--- src/rtl/alu_muldiv_iter.sv ---
// Iterative RV32M mul/div (radix-2 shift-add, restoring divide); ALU_MULDIV_EARLY_EN enables special-case shortcut.
// Latency: XLEN+1 cycles from accept to out_valid (1 cycle for special cases when ALU_MULDIV_EARLY_EN is defined).
// Backpressure: accepts only in IDLE; the result is held in DONE until out_ready; flush aborts the op from any state.
module alu_muldiv_iter #(
  parameter int XLEN  = 32,
  parameter int CNT_W = 6
) (
  input  logic            clk,
  input  logic            rst_n,
  input  logic            in_valid,
  output logic            in_ready,
  input  logic [2:0]      op,
  input  logic [XLEN-1:0] rs1,
  input  logic [XLEN-1:0] rs2,
  input  logic            flush,
  output logic            out_valid,
  input  logic            out_ready,
  output logic [XLEN-1:0] result,
  output logic            busy
);

  typedef enum logic [1:0] {S_IDLE, S_CALC, S_DONE} state_t;

  typedef struct packed {
    logic [2:0] op;
    logic       sa;
    logic       sb;
    logic       spec;
  } ctx_t;

  localparam logic [2:0]      OP_MULH   = 3'b001;
  localparam logic [2:0]      OP_MULHSU = 3'b010;
  localparam logic [2:0]      OP_DIV    = 3'b100;
  localparam logic [2:0]      OP_REM    = 3'b110;
  localparam logic [XLEN-1:0] XMIN      = {1'b1, {(XLEN-1){1'b0}}};

  state_t                state, state_nxt;
  ctx_t                  ctx;
  logic [2*XLEN-1:0]     acc, acc_step, prod;
  logic [XLEN-1:0]       opb, spec_val, in_spec_val, mag_a, mag_b, quo, rem, fix_val;
  logic [CNT_W-1:0]      cnt;
  logic                  a_signed, b_signed, in_sa, in_sb, in_special, accept, early;
  logic [XLEN:0]         mul_sum, div_shift;
  logic [XLEN+1:0]       div_diff;
  logic                  div_borrow;

  assign in_ready = (state == S_IDLE);
  assign busy     = (state != S_IDLE);
  assign accept   = in_valid && in_ready && !flush;

`ifdef ALU_MULDIV_EARLY_EN
  assign early = in_special;
`else
  assign early = 1'b0;
`endif

  // Operand decode: signedness per funct3, magnitudes, and special results.
  always_comb begin
    a_signed    = (op == OP_MULH) || (op == OP_MULHSU) || (op == OP_DIV) || (op == OP_REM);
    b_signed    = (op == OP_MULH) || (op == OP_DIV) || (op == OP_REM);
    in_sa       = a_signed & rs1[XLEN-1];
    in_sb       = b_signed & rs2[XLEN-1];
    mag_a       = in_sa ? -rs1 : rs1;
    mag_b       = in_sb ? -rs2 : rs2;
    in_special  = 1'b0;
    in_spec_val = '0;
    if (op[2]) begin
      if (rs2 == '0) begin
        in_special  = 1'b1;
        in_spec_val = op[1] ? rs1 : '1;
      end else if (!op[0] && rs1 == XMIN && rs2 == '1) begin
        in_special  = 1'b1;
        in_spec_val = op[1] ? '0 : rs1;
      end
    end else if (rs1 == '0 || rs2 == '0) begin
      in_special = 1'b1;
    end
  end

  // One iteration: acc = {hi, lo}; multiply shifts the multiplier out of lo,
  // divide shifts the dividend out of lo into the partial remainder in hi.
  always_comb begin
    mul_sum    = {1'b0, acc[2*XLEN-1:XLEN]} + (acc[0] ? {1'b0, opb} : '0);
    div_shift  = acc[2*XLEN-1:XLEN-1];
    div_diff   = {1'b0, div_shift} - {2'b00, opb};
    div_borrow = div_diff[XLEN+1];
    if (ctx.op[2])
      acc_step = {(div_borrow ? div_shift[XLEN-1:0] : div_diff[XLEN-1:0]), acc[XLEN-2:0], ~div_borrow};
    else
      acc_step = {mul_sum, acc[XLEN-1:1]};
  end

  always_comb begin
    prod = (ctx.sa ^ ctx.sb) ? -acc : acc;
    quo  = (ctx.sa ^ ctx.sb) ? -acc[XLEN-1:0] : acc[XLEN-1:0];
    rem  = ctx.sa ? -acc[2*XLEN-1:XLEN] : acc[2*XLEN-1:XLEN];
    if (ctx.spec)
      fix_val = spec_val;
    else if (ctx.op[2])
      fix_val = ctx.op[1] ? rem : quo;
    else
      fix_val = (ctx.op[1:0] == 2'b00) ? prod[XLEN-1:0] : prod[2*XLEN-1:XLEN];
  end

  always_comb begin
    state_nxt = state;
    unique case (state)
      S_IDLE:  if (accept) state_nxt = early ? S_DONE : S_CALC;
      S_CALC:  if (cnt == CNT_W'(1)) state_nxt = S_DONE;
      S_DONE:  if (out_valid && out_ready) state_nxt = S_IDLE;
      default: state_nxt = S_IDLE;
    endcase
    if (flush) state_nxt = S_IDLE;
  end

  always_ff @(posedge clk or negedge rst_n) begin
    if (!rst_n) state <= S_IDLE;
    else        state <= state_nxt;
  end

  always_ff @(posedge clk or negedge rst_n) begin
    if (!rst_n) begin
      ctx       <= '0;
      spec_val  <= '0;
      opb       <= '0;
      acc       <= '0;
      cnt       <= '0;
      result    <= '0;
      out_valid <= 1'b0;
    end else if (flush) begin
      out_valid <= 1'b0;
    end else begin
      unique case (state)
        S_IDLE: if (accept) begin
          ctx      <= '{op: op, sa: in_sa, sb: in_sb, spec: in_special};
          spec_val <= in_spec_val;
          opb      <= op[2] ? mag_b : mag_a;
          acc      <= {{XLEN{1'b0}}, (op[2] ? mag_a : mag_b)};
          cnt      <= CNT_W'(XLEN);
        end
        S_CALC: begin
          acc <= acc_step;
          cnt <= cnt - 1'b1;
        end
        S_DONE: begin
          // First DONE cycle registers the fixed-up result; then wait for the consumer.
          if (!out_valid) begin
            result    <= fix_val;
            out_valid <= 1'b1;
          end else if (out_ready) begin
            out_valid <= 1'b0;
          end
        end
        default: ;
      endcase
    end
  end

endmodule

--- config.mk ---
export PLATFORM = sky130hd
export DESIGN_NAME = alu_muldiv_iter
export DESIGN_NICKNAME = d
export VERILOG_FILES = /design/src/rtl/alu_muldiv_iter.sv
export SDC_FILE = /design/constraint.sdc
export NUM_CORES = 1
export LEC_CHECK = 0
export CAP_MARGIN = 20
export CORE_MARGIN = 5
export CORE_UTILIZATION = 30
export CTS_BUF_LIST = sky130_fd_sc_hd__clkbuf_4 sky130_fd_sc_hd__clkbuf_8 sky130_fd_sc_hd__clkbuf_16
export DETAILED_ROUTE_END_ITERATION = 16
export DONT_BUFFER_PORTS = 1
export MAX_ROUTING_LAYER = met4
export PLACE_DENSITY_LB_ADDON = 0.1
export SLEW_MARGIN = 0
export SYNTH_ARGS = -nofsm -noshare
export SYNTH_HDL_FRONTEND = slang
export SYNTH_SLANG_ARGS = --single-unit
--- constraint.sdc ---
create_clock -name clk -period 6 [get_ports clk]
set_clock_uncertainty 0.05 [all_clocks]
set_input_delay 0.6 -clock clk [delete_from_list [all_inputs] [get_ports clk]]
set_output_delay 0.6 -clock clk [all_outputs]
set_load 0.05 [all_outputs]
# Word level (Yosys, flattened, before mapping)
# Index checks and enable logic that the tools add are counted.
[op_classes]
addsub = 8
n_eq_ne = 13
mux = 36
bitwise_logic = 6
n_reduce_logical = 24
[op_table]
columns = ["cell", "n"]
rows = [
  ["two-way mux 32 bit", 17],
  ["two-way mux 64 bit", 3],
  ["negation 32 bit", 4],
  ["one-hot mux 64 bit (2 select lines)", 1],
  ["equality test 32 bit (second input constant)", 2],
  ["logical NOT 32 bit", 2],
  ["negation 64 bit", 1],
  ["subtractor 33 x 32 -> 34 bit", 1],
  ["adder 32 x 32 -> 33 bit", 1],
  ["one-hot mux 6 bit (2 select lines)", 1],
  ["AND reduction 3 bit", 4],
  ["two-way mux 1 bit", 8],
  ["two-way mux 2 bit", 4],
  ["equality test 3 bit (second input constant)", 2],
  ["equality test 6 x 1 -> 1 bit (second input constant)", 1],
  ["logical OR 1 bit", 6],
  ["two-way mux 6 bit", 1],
  ["inequality test 3 bit (second input constant)", 2],
  ["one-hot mux 2 bit (3 select lines)", 1],
  ["nonzero test 2 bit", 3],
  ["subtractor 6 x 1 -> 6 bit (second input constant)", 1],
  ["logical AND 1 bit", 5],
  ["logical NOT 2 bit", 2],
  ["equality test 3 x 1 -> 1 bit (second input constant)", 1],
  ["other kinds (9)", 13],
]
[word_totals]
reg_bits = 175

# Logic depth before layout (Yosys ltp)
# Gate-level depths: netlist of run 1.
[depth]
depth_word = 9
depth_mapped = 14

# Worst setup path before layout of run 1
# No wires, ideal clock.
[synth_path]
kind = "register to register"
from = "reg acc[0]"
to = "reg acc[62]"
setup_ps = 118
arrival_time_ps = 2970
required_time_ps = 5832
path_slack_ps = 2862
stages_incl_launch_ff = 14
n_path_buf = 1
period_less_slack_ps = 3138
path_cell_list = "dfrtp_1 inv_1 clkbuf_1 nor2_1 ha_1 o21a_1 nor2_1 or3_1 a31oi_1 nor2_1 o31a_1 o311ai_0 xnor2_1 a21o_1"
[synth_between]
elab_chain_cells = 4
[synth_lines]
columns = ["item", "line", "text"]
rows = [
  ["from (decl)", "39", "logic [2*XLEN-1:0] acc, acc_step, prod;"],
  ["from (signal assigned)", "138", "acc <= {{XLEN{1'b0}}, (op[2] ? mag_a : mag_b)};"],
  ["from (signal assigned)", "142", "acc <= acc_step;"],
  ["two-way mux 32 bit", "83", "mul_sum = {1'b0, acc[2*XLEN-1:XLEN]} + (acc[0] ? {1'b0, opb} : '0);"],
  ["adder 32 x 32 -> 33 bit", "83", ""],
  ["two-way mux 64 bit", "87", "if (ctx.op[2])"],
  ["one-hot mux 64 bit (2 select lines)", "133", "unique case (state)"],
]
# No other way between the ends.
# A chain may end at the register's enable or synchronous reset.

# Final worst setup path of run 1
[layout_path]
from = "reg acc[32]"
to = "reg acc[44]"
[layout_between]
elab_chain_cells = 4
[layout_lines]
columns = ["item", "line", "text"]
rows = [
  ["subtractor 33 x 32 -> 34 bit", "85", "div_diff = {1'b0, div_shift} - {2'b00, opb};"],
  ["two-way mux 32 bit", "88", "acc_step = {(div_borrow ? div_shift[XLEN-1:0] : div_diff[XLEN-1:0]), acc[XLEN-2:0], ~div_borrow};"],
  ["two-way mux 64 bit *", "87", ""],
  ["one-hot mux 64 bit (2 select lines) *", "133", ""],
]
# Mark *: on every way between the ends. The rest lies on a longest branch, timed or not.

==> results of run 1 <==
[how the worst max path moves through the flow]
| stage | endpoint | cells after the start | startpoint |
|---|---|---|---|
| 3_3_place_gp | acc[51]$_DFFE_PN0P_ | 12 | acc[0]$_DFFE_PN0P_ |
| 5_1_grt | acc[42]$_DFFE_PN0P_ | 11 | acc[37]$_DFFE_PN0P_ |
| 6_report | acc[44]$_DFFE_PN0P_ | 10 | acc[32]$_DFFE_PN0P_ |
| 4_1_cts | acc[44]$_DFFE_PN0P_ | 10 | acc[32]$_DFFE_PN0P_ |
| 2_1_floorplan | acc[62]$_DFFE_PN0P_ | 13 | acc[0]$_DFFE_PN0P_ |
| 3_5_place_dp | spec_val[7]$_DFFE_PN0P_ | 9 | rs2[9] |
[per-layer routing]
| metal | vias up | GRT usage (%) |
|---|---|---|
| li1 | 7508 | - |
| met5 | - | - |
| met2 | 412 | 32.7 |
| met4 | 0 | 9.20 |
| met1 | 7692 | 32.5 |
| met3 | 76 | 4.38 |
[power by group]
| part | total, uW | internal (uW) | switching, uW | leakage (uW) |
|---|---|---|---|---|
| clock network | 1250 | 676 | 578 | 0.000311 |
| logic | 4600 | 1770 | 2830 | 0.00456 |
| registers | 2230 | 1440 | 791 | 0.00226 |
[area by class of cell]
cell class | instances | area [sq um] | share of cell area (%)
Clock buffer | 18 | 433 | 2.48
Tap cell | 696 | 871 | 4.99
Multi-Input combinational cell | 1748 | 11000 | 63.0
Clock inverter | 14 | 201 | 1.15
Timing Repair Buffer | 30 | 293 | 1.68
Inverter | 72 | 270 | 1.55
Sequential cell | 175 | 4380 | 25.1
[Yosys cell counts, types with 18 or more instances]
cell	count	area share, %
a211oi_1	22	1.0
a21o_1	29	1.3
a21oi_1	191	5.9
clkbuf_1	122	2.8
dfrtp_1	175	27
ha_1	71	5.5
inv_1	71	1.6
mux2i_1	63	3.9
nand2_1	220	5.1
nand3_1	46	1.4
nand4_1	22	0.85
nor2_1	239	5.5
nor2b_1	19	0.73
nor3_1	50	1.5
nor4_1	20	0.77
o21ai_0	199	6.1
o21ai_1	36	1.1
o221ai_1	18	0.97
o31ai_1	23	1.1
or3_1	18	0.70
xnor2_1	112	6.1
xor2_1	86	4.6
[kinds of logic (layout without fill, tap and decap cells)]
group	Yosys count	after routing
AND/OR/NAND/NOR	717	717
AO/OA/AOI/OAI	688	688
buffers and inverters	224	134
XOR/XNOR	198	198
flip-flops	175	175
adder cells (fa/ha/maj)	73	73
multiplexers	72	72
[registers in the layout, summed over array words and instances (netlist names)]
signal	cells
spec_val	32
ctx	6
out_valid	1
cnt	6
state	2
result	32
opb	32
acc	64
[through the flow]
step / cells / setup WS [ns] / util (%)
CTS: 2752 / 1.84 / 32.5
finish: 2753 / 1.79 / 32.5
global route: 2753 / 1.61 / 32.5
global placement: 2717 / 1.81 / 31.1
detailed placement: 2719 / 1.86 / 31.2
floorplan: 2147 / 2.86 / -
[worst max-delay path: stages, from the launching register on]
cell and delay [ns]:
dfrtp_1 0.58, ha_1 0.30, nor2b_1 0.15, o2111ai_1 0.29, a21oi_1 0.21, o21ai_0 0.52, nand3_1 0.41, a31oi_4 0.90
buf_4 0.30, mux2i_1 0.18, o221ai_1 0.12
[repair_timing]
| item | CTS | global route |
|---|---|---|
| setup endpoints to repair | 0 | 0 |
| endpoints found under the hold margin | 175 | 0 |
| hold buffers | 1 | 0 |
==> metrics.md, run 1 <==
| Metric | Value |
|---|---|
| Max-cap viol count | `0` |
| Fin. max-slew vios | `0` |
| Max Buffers Root-to-Sink | `2` |
| Failing checks | `negative hold slack` |
| Fmax | `238 MHz` |
| Clk_lat worst skew | `0.50 ns` |
| Post-CTS sizing | `0` |
| Clock slew at reported path FFs | `0.08 ns` |
| Synthesized area | `16200 sq um` |
| DIE WIDTH | `242 microns` |
| Highest Signal Layer | `met4` |
| Warnings from Yosys | `0` |
| Main synth FF type | `dfrtp_1` |
| PD cells | `463 nW/um^2` |
| Met3 WL post-DR | `3710 microns` |
| Slew @ Worst Pin | `1.24 ns` |
| Routability cong. | `0.903` |
| Post-place instance area | `16800 sq um` |
| Drc violations | `0` |
| Worst hold path class | `in -> async` |
| Async SR Flop Fraction | `100%` |
| Core area | `53700 sq um` |
| Nets | `2189` |
| Setup Buffers After CTS | `0` |
| Die height | `242 microns` |
| GR Overflow Total | `0` |
| Synth Net Count | `2292` |
| Worst path arrival time | `4.49 ns` |
| Setup crit end kind | `flop` |
| Commonest non-fill, non-tap cells in the layout | `238 x nor2_1, 219 x nand2_1, 199 x o21ai_0` |
| FP Rows | `85` |
| Via count | `15688` |
| Die area | `58700 sq um` |
| Hold_ws | `-0.0420 ns` |
| Ratio of final minimum period to clock period | `70.1%` |
| Normalized max-slew margin | `17.0%` |
| Post-synthesis mux area share | `4.52%` |
| Share of post-route cells with drive strength above 1 | `5.15%` |
| P&R area growth vs syn | `7.72%` |
| Initial antenna violation count | `2` |
| Syn Area/Cell | `7.55 sq um` |
| CTS H-tree depth | `4` |
| Number of port buffers | `0` |
| Total track usage | `23.1%` |
| Synth unique cells | `80` |
| Final Critical Period | `4.21 ns` |
| Final setup violation count | `0` |
| Diodes inserted | `0` |
| Design Power | `8090 uW` |
| Reg2reg end | `acc[44]$_DFFE_PN0P_` |
| CP max FO | `26` |
| Leakage Power | `0.00713 uW` |
| WP data required | `6.28 ns` |
| Most common cell after layout, fill and taps aside | `nor2_1` |
| Cts bufs inserted | `17` |
| Post-Route M1 WL | `32200 microns` |
| Clock sink count | `175` |
| Final instance area | `17500 sq um` |
| Vias per cell | `5.70` |
| Final Hold Viols | `6` |
| FF+latch count, synth | `175` |
| Total wire length | `67400 microns` |
| Simple-Gate Fraction of Synth Area | `20.5%` |
| Root Driver | `clkbuf_16` |
| Type of origin of the critical path | `flop` |
| Post-detailed-route wirelength per cell | `24.5 microns` |
| Compound-Gate Fraction of Synth Area | `26.2%` |
| CTS tree | `done` |
| Post-synth EDFFs | `0` |
| DRT antenna net count | `0` |
| Max VDD drop | `140 uV` |
| Initial Util | `30.2%` |
| Largest net degree at the start of global routing | `176` |
| Detailed Place HPWL | `52200 microns` |
| Io pins | `107` |
| Main combinational cell family by area after synthesis | `compound AO/OA/AOI/OAI gates` |
| Internal reg-to-reg setup slack | `1.79 ns` |
| Path depth of the worst reg2reg path | `10` |
| RR Startpoint | `acc[32]$_DFFE_PN0P_` |
| DRT iter0 DRCs | `1390` |
| Status | `finished with violations` |
| Synth Area in XOR/XNOR | `10.7%` |
| # fillers | `5790` |
| Setup_tns | `0 ns` |
| Vias in the first global route | `15119` |
| Drt first pass iters | `5` |
| CP Class | `reg -> reg` |
| Seq/Total Area, Yosys | `27.0%` |
| Met2 Wirelength | `28600 microns` |
| RSZ-0062 raised after global routing | `no` |
| First-pass GRT wire length | `101000 microns` |
| Post-synthesis adder-cell area fraction | `5.73%` |
| Syn Inst Count | `2147` |
Power figures use the tool's default switching activity.
==> inputs of run 2 (changes only) <==
- clock period: 6 -> 3.9 ns (I/O delays scaled with it)
==> metrics.md, run 2 (synthesis results as in run 1) <==
| Metric | Value |
|---|---|
| Status | `finished with violations (unchanged)` |
| Failing checks | `negative hold slack (unchanged)` |
| Die height | `242 microns (unchanged)` |
| Diodes inserted | `0 (unchanged)` |
| Path depth of the worst reg2reg path | `10 (unchanged)` |
| Max incr delay on CP | `0.58 ns (was 0.90 ns)` |
| Io pins | `107 (unchanged)` |
| Detailed Place HPWL | `53800 microns (was 52200 microns)` |
| FP Rows | `85 (unchanged)` |
| First-pass GRT wire length | `104000 microns (was 101000 microns)` |
| Core area | `53700 sq um (unchanged)` |
| Fmax | `272 MHz (was 238 MHz)` |
| Setup_tns | `0 ns (unchanged)` |
| DRT iter0 DRCs | `1715 (was 1390)` |
| Worst path arrival time | `4.06 ns (was 4.49 ns)` |
| Slowest cell on crit path | `or4_1 (was a31oi_4)` |
| RR Startpoint | `acc[33]$_DFFE_PN0P_ (was acc[32]$_DFFE_PN0P_)` |
| Total track usage | `24.0% (was 23.1%)` |
| Final Hold Viols | `175 (was 6)` |
| Final Util | `33.8% (was 32.5%)` |
| CP Class | `reg -> reg (unchanged)` |
| Leakage Power | `0.00751 uW (was 0.00713 uW)` |
| Drc violations | `0 (unchanged)` |
| CTS tree | `done (unchanged)` |
| Final Critical Period | `3.68 ns (was 4.21 ns)` |
| Normalized max-slew margin | `25.7% (was 17.0%)` |
| Reg with most FFs | `acc (unchanged)` |
| RSZ-0062 raised after global routing | `no (unchanged)` |
| Max VDD drop | `418 uV (was 140 uV)` |
| CTS H-tree depth | `4 (unchanged)` |
| Max Buffers Root-to-Sink | `2 (unchanged)` |
| Commonest non-fill, non-tap cells in the layout | `238 x nor2_1, 219 x nand2_1, 199 x o21ai_0 (unchanged)` |
| CP max FO | `8 (was 26)` |
| Final setup violation count | `0 (unchanged)` |
| Vias in the first global route | `15530 (was 15119)` |
| WP data required | `4.29 ns (was 6.28 ns)` |
| Cells along the critical path | `inv_1 -> ha_1 -> nor3b_1 -> nand4_1 -> or4_1 -> or3_1 -> o41ai_2 -> xor2_1 -> a222oi_1 -> o221a_1 (was ha_1 -> nor2b_1 -> o2111ai_1 -> a21oi_1 -> o21ai_0 -> nand3_1 -> a31oi_4 -> buf_4 -> mux2i_1 -> o221ai_1)` |
| # fillers | `5703 (was 5790)` |
| CTS hold repair buffers | `36 (was 1)` |
| Vias per cell | `5.76 (was 5.70)` |
| Most common cell after layout, fill and taps aside | `nor2_1 (unchanged)` |
| Reg2reg end | `result[20]$_DFFE_PN0P_ (was acc[44]$_DFFE_PN0P_)` |
| Post-detailed-route wirelength per cell | `24.7 microns (was 24.5 microns)` |
| Crit-path leading delay family | `simple AND/OR/NAND/NOR gates (was compound AO/OA/AOI/OAI gates)` |
| Slew @ Worst Pin | `1.11 ns (was 1.24 ns)` |
| Max reg flops | `64 (unchanged)` |
| CP Buf/Inv Count | `1 (unchanged)` |
| Root Driver | `clkbuf_16 (unchanged)` |
| Drt first pass iters | `8 (was 5)` |
| Setup crit end kind | `flop (unchanged)` |
| Ratio of final minimum period to clock period | `94.3% (was 70.1%)` |
| Clk_lat worst skew | `0.51 ns (was 0.50 ns)` |
| Worst hold path class | `in -> async (unchanged)` |
| Total wire length | `70300 microns (was 67400 microns)` |
| Max-cap viol count | `0 (unchanged)` |
| Die area | `58700 sq um (unchanged)` |
| PD cells | `706 nW/um^2 (was 463 nW/um^2)` |
| Fin. max-slew vios | `0 (unchanged)` |
| Clock sink count | `175 (unchanged)` |
| Cts bufs inserted | `17 (unchanged)` |
| Largest net degree at the start of global routing | `176 (unchanged)` |
| GR Overflow Total | `0 (unchanged)` |
| Clock slew at reported path FFs | `0.08 ns (about the same)` |
| Number of port buffers | `0 (unchanged)` |
| Routability cong. | `0.909 (was 0.903)` |
| DIE WIDTH | `242 microns (unchanged)` |
| Initial Util | `30.2% (unchanged)` |
| Hold_ws | `-0.437 ns (was -0.0420 ns)` |
| Type of origin of the critical path | `flop (unchanged)` |
| Design Power | `12800 uW (was 8090 uW)` |
| DRT antenna net count | `0 (unchanged)` |
| Share of post-route cells with drive strength above 1 | `7.42% (was 5.15%)` |
| P&R area growth vs syn | `11.9% (was 7.72%)` |
| Internal reg-to-reg setup slack | `0.22 ns (was 1.79 ns)` |
| Initial antenna violation count | `1 (was 2)` |
| Via count | `16360 (was 15688)` |
| Nets | `2276 (was 2189)` |
[run 2: worst max path at each step]
| stage | startpoint | cells after the start | end | slack (ns) |
|---|---|---|---|---|
| floorplan | acc[0]$_DFFE_PN0P_ | 13 | acc[62]$_DFFE_PN0P_ | 0.76 |
| global placement | acc[33]$_DFFE_PN0P_ | 10 | result[20]$_DFFE_PN0P_ | 0.21 |
| global route | acc[0]$_DFFE_PN0P_ | 13 | acc[59]$_DFFE_PN0P_ | 0.03 |
| detailed placement | acc[33]$_DFFE_PN0P_ | 10 | result[20]$_DFFE_PN0P_ | 0.19 |
| finish | acc[33]$_DFFE_PN0P_ | 10 | result[20]$_DFFE_PN0P_ | 0.22 |
| CTS | acc[33]$_DFFE_PN0P_ | 10 | result[20]$_DFFE_PN0P_ | 0.14 |
[run 2: area by class of cell]
type                       instances  area, sq um  share of cell area [%]
multi-input combinational       1748        11000                    60.8
inverter                          72          270                    1.49
sequential                       175         4380                    24.2
timing repair buffer             117          993                    5.48
clock inverter                    14          160                   0.883
tap                              696          871                    4.80
clock buffer                      18          439                    2.42
[run 2: power by group]
group | leakage (uW) | total, uW | switching [uW] | internal (uW)
Clock | 0.000293 | 1860 | 975 | 880
Sequential | 0.00226 | 3200 | 978 | 2220
Combinational | 0.00495 | 7750 | 4720 | 3030
[run 2: what timing repair did]
action	in CTS	in global routing
setup buffers	0	2
hold endpoints to repair	210	175
resized for setup	0	2
endpoints found under the setup margin	0	1
[run 2: per-stage QoR]
step,std cells,instance area [sq um],setup slack [ns]
final,2840,18100,0.223
after global routing,2840,18100,0.0302
after CTS,2838,18100,0.136
after detailed placement,2770,17100,0.185
after global placement,2770,17100,0.211
after floorplan,2147,16200,0.762
[run 2: routing by layer]
layer / track usage, % / part of all wire [%]
met5: - / 0
met4: 7.50 / 3.1
met3: 3.29 / 5.8
met2: 35.7 / 44
met1: 33.8 / 47
